==> src/rtl/ps2_pkg.sv <==
// Shared PS/2 definitions: host transmitter states, counter widths and common keyboard commands.
package ps2_pkg;

  typedef enum logic [2:0] {
    IDLE,
    INHIBIT,
    RELEASE,
    SHIFT,
    ACK,
    WAIT_IDLE,
    DONE,
    FAIL
  } ps2_tx_state_e;

  localparam int CNT_W = 21;
  localparam int BI_W  = 4;

  localparam logic [7:0] CMD_SET_LED = 8'hED;
  localparam logic [7:0] CMD_ECHO    = 8'hEE;
  localparam logic [7:0] CMD_RESET   = 8'hFF;

  function automatic logic odd_parity(input logic [7:0] d);
    return ~^d;
  endfunction

  // Counters stick at all-ones instead of wrapping.
  function automatic logic [CNT_W-1:0] sat_inc(input logic [CNT_W-1:0] v);
    return (&v) ? v : v + 1'b1;
  endfunction

endpackage

==> src/rtl/ps2_line_filter.sv <==
// Synchronizes and run-length filters one PS/2 line; fall strobes one cycle as the filtered value drops.
// Latency: 2 sync flops plus FILTER_LEN samples; no backpressure.
module ps2_line_filter #(
  parameter int FILTER_LEN = 20
) (
  input  logic clk,
  input  logic rst_n,
  input  logic line_i,
  output logic line_f,
  output logic fall
);

  localparam int FW = $clog2(FILTER_LEN + 1);

  logic [1:0]    sync_q, sync_d;
  logic          filt_q, filt_d;
  logic          fall_q, fall_d;
  logic [FW-1:0] run_q, run_d;

  always_comb begin
    sync_d = {sync_q[0], line_i};
    filt_d = filt_q;
    run_d  = '0;
    // Output flips only on the FILTER_LEN-th consecutive sample that disagrees with it.
    if (sync_q[1] != filt_q) begin
      if (run_q == FW'(FILTER_LEN - 1)) filt_d = sync_q[1];
      else                              run_d  = run_q + 1'b1;
    end
    fall_d = filt_q & ~filt_d;
  end

  always_ff @(posedge clk or negedge rst_n) begin
    if (!rst_n) begin
      sync_q <= 2'b11;
      filt_q <= 1'b1;
      fall_q <= 1'b0;
      run_q  <= '0;
    end else begin
      sync_q <= sync_d;
      filt_q <= filt_d;
      fall_q <= fall_d;
      run_q  <= run_d;
    end
  end

  assign line_f = filt_q;
  assign fall   = fall_q;

endmodule

==> src/rtl/ps2_host_tx.sv <==
// Host-to-device PS/2 command transmitter: request-to-send, 8 data bits LSB-first, odd parity, stop, ACK check.
// Accepts one byte only in IDLE (tx_ready); frame latency is set by the device clock; done/error pulse at the end.
module ps2_host_tx
  import ps2_pkg::*;
#(
  parameter int INHIBIT_CYCLES = 10000,
  parameter int TIMEOUT_CYCLES = 1500000,
  parameter int FILTER_LEN     = 20
) (
  input  logic       clk,
  input  logic       rst_n,
  input  logic [7:0] tx_data,
  input  logic       tx_valid,
  output logic       tx_ready,
  output logic       busy,
  output logic       done,
  output logic       error,
  input  logic       kb_clk_i,
  input  logic       kb_data_i,
  output logic       kb_clk_oe,
  output logic       kb_data_oe
);

  localparam logic [CNT_W-1:0] INH_LAST = CNT_W'(INHIBIT_CYCLES - 1);
  localparam logic [CNT_W-1:0] TO_LAST  = CNT_W'(TIMEOUT_CYCLES - 1);

  ps2_tx_state_e    state_q, state_d;
  logic [CNT_W-1:0] cnt_q, cnt_d;
  logic [CNT_W-1:0] to_q, to_d;
  logic [BI_W-1:0]  bi_q, bi_d;
  logic [8:0]       sr_q, sr_d;
  logic             clk_oe_q, clk_oe_d;
  logic             data_oe_q, data_oe_d;

  logic kb_clk_f, kb_data_f, clk_fall, data_fall_unused;
  logic timeout;

  ps2_line_filter #(.FILTER_LEN(FILTER_LEN)) u_clk_filt (
    .clk    (clk),
    .rst_n  (rst_n),
    .line_i (kb_clk_i),
    .line_f (kb_clk_f),
    .fall   (clk_fall)
  );

  ps2_line_filter #(.FILTER_LEN(FILTER_LEN)) u_data_filt (
    .clk    (clk),
    .rst_n  (rst_n),
    .line_i (kb_data_i),
    .line_f (kb_data_f),
    .fall   (data_fall_unused)
  );

  always_comb begin
    state_d   = state_q;
    cnt_d     = cnt_q;
    to_d      = to_q;
    bi_d      = bi_q;
    sr_d      = sr_q;
    clk_oe_d  = clk_oe_q;
    data_oe_d = data_oe_q;
    timeout   = (to_q >= TO_LAST);

    unique case (state_q)
      IDLE: begin
        if (tx_valid) begin
          sr_d      = {odd_parity(tx_data), tx_data};
          clk_oe_d  = 1'b1;
          data_oe_d = 1'b0;
          cnt_d     = '0;
          state_d   = INHIBIT;
        end
      end
      INHIBIT: begin
        if (cnt_q >= INH_LAST) begin
          data_oe_d = 1'b1;
          state_d   = RELEASE;
        end else begin
          cnt_d = sat_inc(cnt_q);
        end
      end
      RELEASE: begin
        clk_oe_d = 1'b0;
        to_d     = '0;
        bi_d     = '0;
        state_d  = SHIFT;
      end
      SHIFT: begin
        to_d = sat_inc(to_q);
        if (timeout) begin
          state_d = FAIL;
        end else if (clk_fall) begin
          if (bi_q <= 4'd8) begin
            data_oe_d = ~sr_q[bi_q];
            bi_d      = bi_q + 1'b1;
          end else begin
            data_oe_d = 1'b0;
            state_d   = ACK;
          end
        end
      end
      ACK: begin
        to_d = sat_inc(to_q);
        if (timeout)       state_d = FAIL;
        else if (clk_fall) state_d = kb_data_f ? FAIL : WAIT_IDLE;
      end
      WAIT_IDLE: begin
        to_d = sat_inc(to_q);
        if (timeout)                   state_d = FAIL;
        else if (kb_clk_f && kb_data_f) state_d = DONE;
      end
      DONE:    state_d = IDLE;
      FAIL:    state_d = IDLE;
      default: state_d = IDLE;
    endcase

    // Lines are already released during the error cycle itself.
    if (state_d == FAIL) begin
      clk_oe_d  = 1'b0;
      data_oe_d = 1'b0;
    end
  end

  always_ff @(posedge clk or negedge rst_n) begin
    if (!rst_n) begin
      state_q   <= IDLE;
      cnt_q     <= '0;
      to_q      <= '0;
      bi_q      <= '0;
      sr_q      <= '0;
      clk_oe_q  <= 1'b0;
      data_oe_q <= 1'b0;
    end else begin
      state_q   <= state_d;
      cnt_q     <= cnt_d;
      to_q      <= to_d;
      bi_q      <= bi_d;
      sr_q      <= sr_d;
      clk_oe_q  <= clk_oe_d;
      data_oe_q <= data_oe_d;
    end
  end

  assign tx_ready   = (state_q == IDLE);
  assign busy       = (state_q != IDLE);
  assign done       = (state_q == DONE);
  assign error      = (state_q == FAIL);
  assign kb_clk_oe  = clk_oe_q;
  assign kb_data_oe = data_oe_q;

endmodule

==> config.mk <==
export PLATFORM = sky130hd
export DESIGN_NAME = ps2_host_tx
export DESIGN_NICKNAME = d
export VERILOG_FILES = /design/src/rtl/ps2_pkg.sv /design/src/rtl/ps2_line_filter.sv /design/src/rtl/ps2_host_tx.sv
export SDC_FILE = /design/constraint.sdc
export NUM_CORES = 1
export LEC_CHECK = 0
export BUFFER_PORTS_ARGS = -buffer_cell sky130_fd_sc_hd__buf_2
export CORE_ASPECT_RATIO = 1.5
export CORE_MARGIN = 2
export CORE_UTILIZATION = 40
export DETAILED_ROUTE_END_ITERATION = 8
export GPL_TIMING_DRIVEN = 0
export SYNTH_ARGS = -nofsm -noshare
export SYNTH_HDL_FRONTEND = slang
export SYNTH_SLANG_ARGS = --single-unit
==> constraint.sdc <==
create_clock -name clk -period 6.45 [get_ports clk]
set_input_delay 0.645 -clock clk [delete_from_list [all_inputs] [get_ports clk]]
set_output_delay 0.645 -clock clk [all_outputs]
set_load 0.03 [all_outputs]
# After elaboration in Yosys (flattened, before gate mapping)
# Cells that the tools add are included.
[totals] n_memories=0 wordCells=108 latchBits=0 mem_bits_ro=0 reg_bits=77 input_bits=13 ram_bits=0 out_inout_bits=6
[classes] eq_ne=23 muxes=39 n_reduce_logical=20 bitwise=3 div_mod_pow=0 add_sub_neg=5 n_lt_le_gt_ge=4 multipliers=0 shift=0
[ops] cell="two-way mux 21 bit" n=4
[ops] cell="one-hot mux 21 bit (2 select lines)" n=2
[ops] cell="adder 21 x 1 -> 21 bit, second input constant" n=2
[ops] cell="AND reduction 21 bit" n=2
[ops] cell="two-way mux 3 bit" n=9
[ops] cell=">= comparator 21 x 14 -> 1 bit, second input constant" n=1
[ops] cell=">= comparator 21 bit, second input constant" n=1
[ops] cell="one-hot mux 3 bit (7 select lines)" n=1
[ops] cell="two-way mux 5 bit" n=4
[ops] cell="equality test 3 bit, second input constant" n=5
[ops] cell="two-way mux 4 bit" n=3
[ops] cell="inequality test 2 bit, second input constant" n=6
[ops] cell="two-way mux 1 bit" n=11
[ops] cell="adder 5 x 1 -> 5 bit, second input constant" n=2
[ops] cell="equality test 5 bit, second input constant" n=2
[ops] cell="one-hot mux 4 bit (2 select lines)" n=1
[ops] cell="AND reduction 2 bit" n=4
[ops] cell="AND reduction 4 bit" n=2
[ops] cell="XNOR reduction 8 bit" n=1
[ops] cell="equality test 3 x 2 -> 1 bit, second input constant" n=2
[ops] cell="inequality test 3 x 2 -> 1 bit, second input constant" n=2
[ops] cell="inequality test 3 bit, second input constant" n=2
[ops] cell="nonzero test 2 bit" n=3
[ops] cell="nonzero test 3 bit" n=2
[ops] cell="other kinds (18)" n=20

# Depth between registers and ports, before layout
[depth] depth_word=8 mapped_depth=9 ltp_nobuf=8

# Modules after synthesis
# From an unflattened synthesis, not the netlist that was laid out.
[unflattened] cells_unflattened=423 hier_area_um2=4116.4
[modules_own_cells] module="ps2_host_tx" instances=1 cells_per_inst=365 seq_area_each_um2=1501.4 area_per_inst_um2=3335.7
[modules_own_cells] module="ps2_line_filter" instances=2 cells_per_inst=29 seq_area_each_um2=229.0 area_per_inst_um2=390.4

# Worst setup path after synthesis
# No wires, ideal clock.
[synth_path] kind="register -> register" startpoint="register to_q[0]" endpoint="register to_q[17]" setup_ns=0.078 path_stages_with_launch=9 arrival_ns=2.107 t_required_ns=6.372 path_slack_ns=4.266 path_buffers=1 synth_period_minus_slack_ns=2.184 cell_sequence="dfrtp_1 > ha_1 > and4_1 > clkbuf_1 > and2_1 > a41oi_1 > nand3_1 > or3_1 > a21oi_1"
[synth_via] elab_chain_len=3 word_cells_on_any_way=6 classes_between="add/sub (1); eq/ne (1); mux (2); reduce/logical (2)"
[synth_rtl] element="start: declaration" line="ps2_host_tx.sv:29" source="logic [CNT_W-1:0] to_q, to_d;"
[synth_rtl] element="start signal: assignment" line="ps2_host_tx.sv:136" source="to_q <= to_d;"
[synth_rtl] element="adder 21 x 1 -> 21 bit / AND reduction 21 bit (equally long branches)" line="ps2_pkg.sv:28" source="return (&v) ? v : v + 1'b1;"
[synth_rtl] element="two-way mux 21 bit / inequality test 2 bit (equally long branches)"
[synth_rtl] element="one-hot mux 21 bit (2 select lines) / AND reduction 2 bit (equally long branches)"
# Several ways; a longest one is shown, not always the timed one. The select of a mux whose other input is x is not followed.
# A chain may end at the register's enable or synchronous reset.

# Final worst setup path
# Ends and elaborated chain as after synthesis.

==> metrics.md <==
| Metric | Value |
|---|---|
| Mean routed wirelength per cell | `14.4 µm` |
| Setup Skew | `5.85 ps` |
| Filler instances | `940` |
| Mapped cell area | `3910 µm²` |
| H-tree depth | `3` |
| Pins Over Slew Limit | `0` |
| Setup Buffers After CTS | `0` |
| Row Count | `44` |
| Cell variety after synth | `48` |
| DR vias/cell | `5.39` |
| Hold Path Class | `input pin to asynchronous set/reset pin` |
| Max clock buf depth | `2` |
| Area grow syn2layout | `14.3%` |
| Adder-cell share of the synthesized area | `1.92%` |
| Syn Inst Count | `415` |
| Logic pwr share | `21.0%` |
| Sequential area share after synthesis | `49.5%` |
| Vias | `3047` |
| Number of CTS-inserted buffers | `9` |
| Most common cell after layout, fill and taps aside | `dfrtp_1` |
| Switch Pwr | `439 µW` |
| Layout cell share with drive strength beyond 1 | `11.1%` |
| Tcrit/Tclk final | `39.6%` |
| GRT Util Overall | `16.7%` |
| IO Pins | `19` |
| Max_cap viols | `0` |
| Worst-Skew Late Latency | `340 ps` |
| Fin util | `46.7%` |
| Overall die height | `125 µm` |
| Clk sinks | `77` |
| Global-route wire length before repair | `14200 µm` |
| Largest family of logic cells by synthesized area | `simple AND/OR/NAND/NOR gates` |
| Clk pwr share | `35.8%` |
| Antenna diodes | `0` |
| Least-Margin Pin Slew | `750 ps` |
| Crit path to | `to_q[17]` |
| Seq pwr share | `43.3%` |
| Outcome | `completed` |
| Syn avg cell area | `9.42 µm²` |
| Pwr dens | `308 nW/µm²` |
| Worst EP required | `6710 ps` |
| Ys Warns | `0` |
| Worst setup EP type | `register` |
| Post-synth EDFFs | `0` |
| Max_slew headroom | `49.6%` |
| Max Fclk | `391 MHz` |
| Nets | `464` |
| Reg clk slew, reported paths | `60 ps` |
| Routed WL | `8120 µm` |
| Critical Path Start | `to_q[0]` |
| Core area | `9580 µm²` |
| DR iter-0 viols | `191` |
| PostCTS Resize Cnt | `0` |
| # DRC | `0` |
| VDD IR-drop max | `0.000176 V` |
| Vias in the first global route | `3113` |
| RR Endpoint | `to_q[17]` |
| Die W | `84.7 µm` |
| Internal Pwr Total | `939 µW` |
| Commonest cells after routing, fill and taps aside | `dfrtp_1 (71), nand2_1 (61), nor2_1 (43)` |
| Xor and xnor fraction of the mapped netlist area | `7.39%` |
| Gpl congestion | `0.806` |
| CP arrival | `2820 ps` |
| DR pass1 iterations | `4` |
| Unrepaired setup endpoints after global routing | `no` |
| Initial Utilization | `40.8%` |
| CTS root buffer | `clkbuf_16` |
| Leakage | `0.00203 µW` |
| CTS tree | `built` |
| IO buf count | `18` |
| Number of synthesized register bits | `77` |
| Syn nets | `434` |
| Post-CTS Hold Fix Bufs | `0` |
| Crit Path Max Fanout | `6` |
| Critical path startpoint category | `register` |
| Antenna violations before repair | `0` |
| Final setup vio count | `0` |
| Compound-Gate Fraction of Synth Area | `11.7%` |
| Antenna-violating nets left | `0` |
| Setup_tns | `0 ps` |
| GRT overflow | `0` |
| Die ar. | `10600 µm²` |
| Primary FF master, synth | `dfrtp_1` |
| Reg2Reg Depth | `8` |
| Ys async rst share | `100%` |
| Post-synthesis mux area share | `3.20%` |
| Switching share of power | `31.9%` |
| Post-synthesis simple-gate area fraction | `23.7%` |
| Final worst path period need | `2560 ps` |
| R2r startpoint | `to_q[0]` |
| Flop-to-flop setup slack | `3890 ps` |
| CP Class | `register to register` |
| Final HPWL DP | `5780 µm` |
| Largest net degree at the start of global routing | `57` |
| Hold Vio Cnt, Final | `0` |
[worst min path at each step]
stage                     cells past startpoint                   from                    end  slack (ps)
after floorplan                               0                  rst_n                bi_q[0]         350
after global placement                        0  u_data_filt.sync_q[0]  u_data_filt.sync_q[1]         350
after detailed placement                      0  u_data_filt.sync_q[0]  u_data_filt.sync_q[1]         350
after CTS                                     1                  rst_n               cnt_q[6]         190
after global routing                          1                  rst_n   u_data_filt.run_q[3]         210
final                                         1                  rst_n   u_data_filt.run_q[3]         200
[power groups by stage]
stage	clock network (µW)	registers [µW]	logic [µW]
final	493	596	289
after global routing	527	606	328
after CTS	506	596	295
after detailed placement	0	603	292
after global placement	0	601	284
after floorplan	0	596	207
[flip-flops by register name, indices dropped and copies added (netlist names), 2 cells and up]
signal	count
u_clk_filt.sync_q	2
to_q	21
u_data_filt.sync_q	2
state_q	3
u_data_filt.run_q	5
u_clk_filt.run_q	5
sr_q	9
cnt_q	21
bi_q	4
[metal layers]
| metal | global-route usage (%) | routed length [µm] | vias to the layer above | share of wire (%) |
|---|---|---|---|---|
| met3 | 4.22 | 231 | 10 | 2.8 |
| li1 | - | - | 1509 | - |
| met4 | 8.03 | 172 | 0 | 2.1 |
| met5 | 0 | 0 | - | 0 |
| met2 | 28.4 | 4270 | 41 | 53 |
| met1 | 19.5 | 3440 | 1487 | 42 |
[cell families (layout without fill, tap and decap cells)]
kind of cell,count (synthesis),in the layout
buffers and inverters,26,61
adders and majority gates,6,6
AOI/OAI and AO/OA,68,68
DFF,77,77
xor gates and xnor gates,33,33
and+or+nand+nor,193,193
muxes,12,12
[synthesized netlist by cell type (2+ instances only)]
| master | instances | area [µm²] |
|---|---|---|
| dfrtp_1 | 71 | 1780 |
| nand2_1 | 61 | 229 |
| nor2_1 | 43 | 161 |
| nand3_1 | 22 | 110 |
| xor2_1 | 21 | 184 |
| o21ai_0 | 17 | 85.1 |
| a21oi_1 | 16 | 80.1 |
| nand4_1 | 13 | 81.3 |
| inv_1 | 12 | 45.0 |
| xnor2_1 | 12 | 105 |
| and2_1 | 11 | 68.8 |
| clkbuf_1 | 11 | 41.3 |
| mux2i_1 | 8 | 80.1 |
| nand2b_1 | 7 | 43.8 |
| nor3_1 | 7 | 35.0 |
| and3_1 | 6 | 37.5 |
| dfstp_2 | 6 | 158 |
| ha_1 | 6 | 75.1 |
| nor2b_1 | 6 | 37.5 |
| a41oi_1 | 4 | 35.0 |
| mux2_2 | 4 | 45.0 |
| or3_1 | 4 | 25.0 |
| a21o_1 | 3 | 22.5 |
| a31oi_1 | 3 | 18.8 |
| buf_2 | 3 | 15.0 |
| nand3b_1 | 3 | 22.5 |
| nor4_1 | 3 | 18.8 |
| o21a_1 | 3 | 22.5 |
| o221ai_1 | 3 | 26.3 |
| o22ai_1 | 3 | 18.8 |
| a211oi_1 | 2 | 15.0 |
| a22oi_1 | 2 | 15.0 |
| and4_1 | 2 | 17.5 |
| nor3b_1 | 2 | 15.0 |
| o211ai_1 | 2 | 15.0 |
[final cells by class]
type                       instances  area (µm²)  area share, %
clock inverter                     4        30.0          0.672
clock buffer                      12         267           5.96
tap                              115         144           3.22
inverter                          12        45.0           1.01
sequential                        77        1930           43.3
timing repair buffer              19         120           2.69
buffer                            14        56.3           1.26
multi-input combinational        312        1870           41.9
[per-stage QoR]
stage	area, µm²	setup WS [ps]	hold slack, ps	std cells	power [µW]
after floorplan	3910	4270	345	415	803
after global placement	4140	3950	348	548	885
after detailed placement	4170	3940	349	549	895
after CTS	4470	3900	193	565	1400
after global routing	4470	3710	211	565	1460
final	4470	3890	198	565	1380
[critical path, stage by stage, from the launching register on]
cell	delay (ps)
dfrtp_1	430
ha_1	280
and4_1	210
clkbuf_1	170
and2_1	210
a41oi_1	360
nand3_1	260
or3_1	430
a21oi_1	140
Note: power is estimated with default switching activity, not from simulation.
